--- config.mk ---
export PLATFORM = sky130hd
export DESIGN_NAME = oci_dct_packer
export DESIGN_NICKNAME = d
export VERILOG_FILES = /design/src/rtl/oci_dct_packer.sv
export SDC_FILE = /design/constraint.sdc
export NUM_CORES = 1
export LEC_CHECK = 0
export ABC_CLOCK_PERIOD_IN_PS = 4880
export BUFFER_PORTS_ARGS = -buffer_cell sky130_fd_sc_hd__buf_2
export CAP_MARGIN = 20
export CORE_MARGIN = 1.5
export CORE_UTILIZATION = 55
export CTS_BUF_LIST = sky130_fd_sc_hd__clkbuf_8
export DETAILED_ROUTE_END_ITERATION = 12
export HOLD_SLACK_MARGIN = 0.1
export PLACE_DENSITY = 0.84
export SYNTH_ARGS = -nofsm -noshare
export SYNTH_HDL_FRONTEND = slang
export SYNTH_SLANG_ARGS = --single-unit
--- constraint.sdc ---
create_clock -name clk -period 4.88 [get_ports clk]
set_input_delay 0.488 -clock clk [delete_from_list [all_inputs] [get_ports clk]]
set_output_delay 0.488 -clock clk [all_outputs]
set_load 0.05 [all_outputs]
--- src/rtl/oci_dct_packer.sv ---
// Packs 2-bit branch codes into frames of up to MAX_COUNT codes for the OCI trace sink.
// Frames are emitted when full, on flush, or when tracing stops; one held output frame.
module oci_dct_packer #(
   parameter int MAX_COUNT = 15
) (
   input  logic        clk,
   input  logic        reset_n,
   input  logic        trc_on,
   input  logic        br_valid,
   input  logic [1:0]  br_code,
   input  logic        flush_req,
   input  logic        out_ready,
   input  logic        overflow_clr,
   output logic [29:0] dct_buffer,
   output logic [3:0]  dct_count,
   output logic        dct_valid,
   output logic        dct_overflow
);

   localparam logic [3:0] MAX_CNT = 4'(MAX_COUNT);

   typedef enum logic [1:0] {S_OFF, S_RUN, S_DRAIN} state_t;

   state_t      state, state_nxt;
   logic [29:0] acc, acc_nxt, app_acc, ld_buf;
   logic [3:0]  acc_cnt, cnt_nxt, app_cnt, ld_cnt;
   logic        pend, pend_nxt;
   logic        ld, drop, free, take, full, flush_any;

   always_comb begin
      free      = !dct_valid || out_ready;
      take      = (state == S_RUN) && trc_on && br_valid;
      full      = (acc_cnt == MAX_CNT);
      flush_any = flush_req || pend;
      app_acc   = take ? {acc[27:0], br_code} : acc;
      app_cnt   = take ? acc_cnt + 4'd1 : acc_cnt;
      acc_nxt   = acc;
      cnt_nxt   = acc_cnt;
      pend_nxt  = pend;
      ld        = 1'b0;
      ld_buf    = acc;
      ld_cnt    = acc_cnt;
      drop      = 1'b0;
      state_nxt = state;
      case (state)
         S_OFF: begin
            pend_nxt = 1'b0;
            if (trc_on) state_nxt = S_RUN;
         end
         S_RUN: begin
            if (full) begin
               // A full accumulator always moves out before a new code can enter it.
               if (free) begin
                  ld       = 1'b1;
                  pend_nxt = 1'b0;
                  acc_nxt  = take ? {28'd0, br_code} : 30'd0;
                  cnt_nxt  = take ? 4'd1 : 4'd0;
               end else begin
                  drop = take;
                  if (flush_req) pend_nxt = 1'b1;
               end
            end else if (free && ((app_cnt == MAX_CNT) || (flush_any && (app_cnt != 4'd0)))) begin
               ld       = 1'b1;
               ld_buf   = app_acc;
               ld_cnt   = app_cnt;
               acc_nxt  = 30'd0;
               cnt_nxt  = 4'd0;
               pend_nxt = 1'b0;
            end else begin
               acc_nxt = app_acc;
               cnt_nxt = app_cnt;
               if (flush_any) pend_nxt = !free;
            end
            if (!trc_on) state_nxt = (acc_cnt != 4'd0) ? S_DRAIN : S_OFF;
         end
         S_DRAIN: begin
            if (acc_cnt == 4'd0) begin
               pend_nxt  = 1'b0;
               state_nxt = S_OFF;
            end else if (free) begin
               ld        = 1'b1;
               acc_nxt   = 30'd0;
               cnt_nxt   = 4'd0;
               pend_nxt  = 1'b0;
               state_nxt = S_OFF;
            end
         end
         default: state_nxt = S_OFF;
      endcase
   end

   always_ff @(posedge clk or negedge reset_n) begin
      if (!reset_n) begin
         state        <= S_OFF;
         acc          <= 30'd0;
         acc_cnt      <= 4'd0;
         pend         <= 1'b0;
         dct_buffer   <= 30'd0;
         dct_count    <= 4'd0;
         dct_valid    <= 1'b0;
         dct_overflow <= 1'b0;
      end else begin
         state   <= state_nxt;
         acc     <= acc_nxt;
         acc_cnt <= cnt_nxt;
         pend    <= pend_nxt;
         if (ld) begin
            dct_buffer <= ld_buf;
            dct_count  <= ld_cnt;
            dct_valid  <= 1'b1;
         end else if (out_ready) begin
            dct_valid <= 1'b0;
         end
         // A drop in the same cycle as a clear keeps the flag set.
         if (drop)              dct_overflow <= 1'b1;
         else if (overflow_clr) dct_overflow <= 1'b0;
      end
   end

endmodule

==> summary.md <==
### Detailed routing
- **post-route antenna net violation count** 0
- **routed wire length per instance** 16.85 µm
- **via count** 2326
- **routed wire length** 6590 µm
- **Pre-Repair DR Iteration Count** 4
- **DRC violation total after the first TritonRoute iteration** 204
- **DRC violations left** 0
- **via count normalized by instance count** 5.949

### Timing
- **post-route clock skew** 7.498 ps
- **Hold Vio Cnt, Final** 0
- **Final Max Slew Viols** 0
- **setup violation total in the final timing report** 0
- **transition at the pin with the smallest max-transition slack** 898.6 ps
- **final critical-path setup slack** 1587 ps
- **setup repair after global routing missed its margin** no
- **Slew Limit Headroom** 40.09%
- **final critical delay including setup and external delays** 3293 ps
- **fmax** 303.7 MHz
- **portion of the clock cycle consumed by the worst path in the final layout** 67.47%
- **setup TNS after final layout** 0 ps

### Power
- **power density relative to cell area** 383.8 mW/mm²
- **internal power** 0.9930 mW
- **VDD IR max** 0.2644 mV
- **portion of total power attributed to the clock network** 29.3%
- **Tot Pwr** 1.518 mW
- **NetSw** 0.5246 mW
- **static leakage power** 2.086 nW
- **Flop pwr share** 44.1%
- **portion of total power attributed to combinational logic** 26.6%
- **Sw Ratio** 34.57%

### Die
- **Core ar.** 0.006061 mm²
- **cell row count** 28
- **horizontal die dimension** 82.98 µm
- **initial cell density of the core** 58.05%
- **y dimension of the die** 82.98 µm
- **Top Ports** 45
- **area enclosed by the die boundary** 0.006886 mm²

### Synthesis
- **Yosys warning count** 0
- **share of async-settable or async-resettable flops after synthesis** 100.0%
- **count of flip-flops with a built-in enable after synthesis** 0
- **syn_nets** 285
- **mean post-synth cell area** 13.03 µm²
- **sequential share of the synthesized area** 51.92%
- **register bit count reported by yosys** 73
- **number of standard cells after synthesis** 270
- **netlist area before placement** 0.003518 mm²
- **library cells used by synthesis** 44
- **Post-synth top flop** sky130_fd_sc_hd__dfrtp_1

### Clock network
- **number of buffers inserted during clock tree synthesis** 9
- **insertion delay of the later-clocked pin in the worst-skew pair** 340 ps
- **H-tree depth** 3
- **clock slew at the register clock pins of the worst setup and hold paths** 70 ps
- **number of cells upsized or downsized after cts** 0
- **number of buffers added for setup after CTS** 0
- **TritonCTS clock tree** done
- **CTS Root Cell** sky130_fd_sc_hd__clkbuf_8
- **quantity of hold-fixing buffers added after cts** 0
- **maximum buffer depth of the clock tree** 2
- **CTS Sinks** 73

### Placed design
- **instance count after placement with tap cells included** 375
- **RePlAce Congestion** 0.8439
- **number of port buffers** 44
- **Placement Setup Slack** 1548 ps
- **DP HPWL** 4294 µm

### Setup path
- **biggest fanout along the worst timing path** 18
- **data arrival at the endpoint of the critical path** 3520 ps
- **kind of launch point of the worst setup path** flip-flop
- **Setup crit end kind** flip-flop
- **Critical Setup Path Class** flip-flop to flip-flop
- **cells along the critical path** inv_1 -> ha_1 -> and3_1 -> a311oi_4 -> o211ai_1 -> o2111a_1 -> buf_4 -> mux2_2
- **Critical-path top delay cell** sky130_fd_sc_hd__o2111a_1
- **crit-path leading delay family** compound AO/OA/AOI/OAI gates
- **required time worst endpoint** 5100 ps
- **Buffers & Inverters on Critical Path** 2
- **R2R Setup Slk** 1590 ps
- **CP max stage delay** 720 ps

### GRT
- **number of antenna violations at the first check in global routing** 0
- **global-route usage over all layers** 20.22%
- **pin count of the biggest net entering global routing** 74
- **remaining global-route overflow** 0
- **global-route wire length before repair** 11270 µm
- **via count of the first global-routing pass** 2316

### Finish
- **fraction of final layout cells with drive strength greater than 1** 32.91%
- **number of standard cells in the layout, taps in and fillers out** 391
- **antenna cells** 0
- **NumNets Final** 327
- **area added between synthesis and finish** 12.38%

### Job
- **Max Cap Violations** 0

### Hold path
- **HP Class** primary input to asynchronous set/reset pin

### Run status
- **result of the run** completed

## flip-flops by register name (all words and copies together), names as in the netlist
name          count
acc              30
acc_cnt           4
dct_buffer       30
dct_count         4
dct_overflow      1
dct_valid         1
pend              1
state             2
## worst register-to-register path, stage by stage, from the launching register on
cell                       delay [ps]
sky130_fd_sc_hd__dfrtp_1          420
sky130_fd_sc_hd__inv_1            110
sky130_fd_sc_hd__ha_1             350
sky130_fd_sc_hd__and3_1           410
sky130_fd_sc_hd__a311oi_4         200
sky130_fd_sc_hd__o211ai_1         200
sky130_fd_sc_hd__o2111a_1         720
sky130_fd_sc_hd__buf_4            390
sky130_fd_sc_hd__mux2_2           380
## power groups by stage
stage	clock network [mW]	logic (mW)	registers, mW
global placement	0	0.390	0.679
CTS	0.452	0.402	0.669
detailed placement	0	0.399	0.681
global route	0.480	0.441	0.676
finish	0.445	0.404	0.669
floorplan	0	0.257	0.731
## cell families (layout without fill, tap and decap cells)
| family | count (synthesis) | in the layout | share of synthesized area, % |
|---|---|---|---|
| AOI/OAI and AO/OA | 60 | 60 | 14.51 |
| xor gates and xnor gates | 2 | 2 | 0.4980 |
| adders and majority gates | 6 | 6 | 2.134 |
| buffers and inverters | 26 | 72 | 4.054 |
| DFF | 73 | 73 | 51.92 |
| muxes | 65 | 65 | 20.80 |
| and+or+nand+nor | 38 | 38 | 6.081 |
## per-stage QoR
step / hold slack, ps / cell area [µm²] / utilization, %
after floorplan: 192.4 / 3518 / -
after global placement: 470.9 / 3761 / 62.06
after detailed placement: 489.4 / 3761 / 62.06
after CTS: 305.0 / 3939 / 64.99
after global routing: 331.4 / 3954 / 65.24
final: 272.8 / 3954 / 65.24
## routing by layer
metal	vias to the layer above	GRT usage (%)	share of wire [%]	wire, µm
li1	1087	-	-	-
met1	1169	29.77	49	3203
met2	65	30.23	46	3012
met3	5	4.970	5.0	329
met4	0	5.152	0.67	44
met5	-	0	0	0
## synthesized netlist by cell type, drive strengths merged (3+ instances only)
cell type / count / share of area [%]
dfrtp: 73 / 52
mux2: 65 / 21
a22o: 32 / 8.0
buf: 15 / 2.9
inv: 9 / 0.96
nor2: 7 / 0.75
ha: 6 / 2.1
o21ai: 6 / 0.85
a21oi: 5 / 0.71
nand3: 5 / 0.71
nand2: 4 / 0.43
nor3: 4 / 0.71
and3: 3 / 0.53
## layout make-up
| cell class | instances | area (µm²) |
|---|---|---|
| clock buffers | 9 | 123.9 |
| inverters | 9 | 33.78 |
| flip-flops and latches | 73 | 1827 |
| repair buffers | 48 | 260.3 |
| fillers | 478 | 2107 |
| clock inverters | 6 | 53.80 |
| multi-input cells | 171 | 1562 |
| well taps | 75 | 93.84 |
## placed cells by master (no fill, tap or decap), types with 4 or more instances in the layout
cell	instances
sky130_fd_sc_hd__inv_1	12
sky130_fd_sc_hd__o21ai_0	5
sky130_fd_sc_hd__nand3_1	5
sky130_fd_sc_hd__nand2_1	4
sky130_fd_sc_hd__clkbuf_8	9
sky130_fd_sc_hd__nor2_1	6
sky130_fd_sc_hd__dfrtp_1	73
sky130_fd_sc_hd__buf_4	4
sky130_fd_sc_hd__mux2_2	35
sky130_fd_sc_hd__a22o_1	32
sky130_fd_sc_hd__buf_2	43
sky130_fd_sc_hd__ha_1	6
sky130_fd_sc_hd__a21oi_1	5
sky130_fd_sc_hd__mux2_1	30
## final timing paths
| kind | start | endpoint | depth (start not counted) |
|---|---|---|---|
| setup / recovery | state[1] | dct_count[1] | 8 |
| hold / removal | reset_n | acc[1] | 1 |
| setup reg to reg | state[1] | dct_count[1] | 8 |
| hold reg to reg | dct_buffer[2] | dct_buffer[2] | 1 |
| max in group asynchronous | reset_n | pend | 1 |
| min in group clk | overflow_clr | dct_overflow | 2 |
Note: power is estimated with default switching activity, not from simulation.
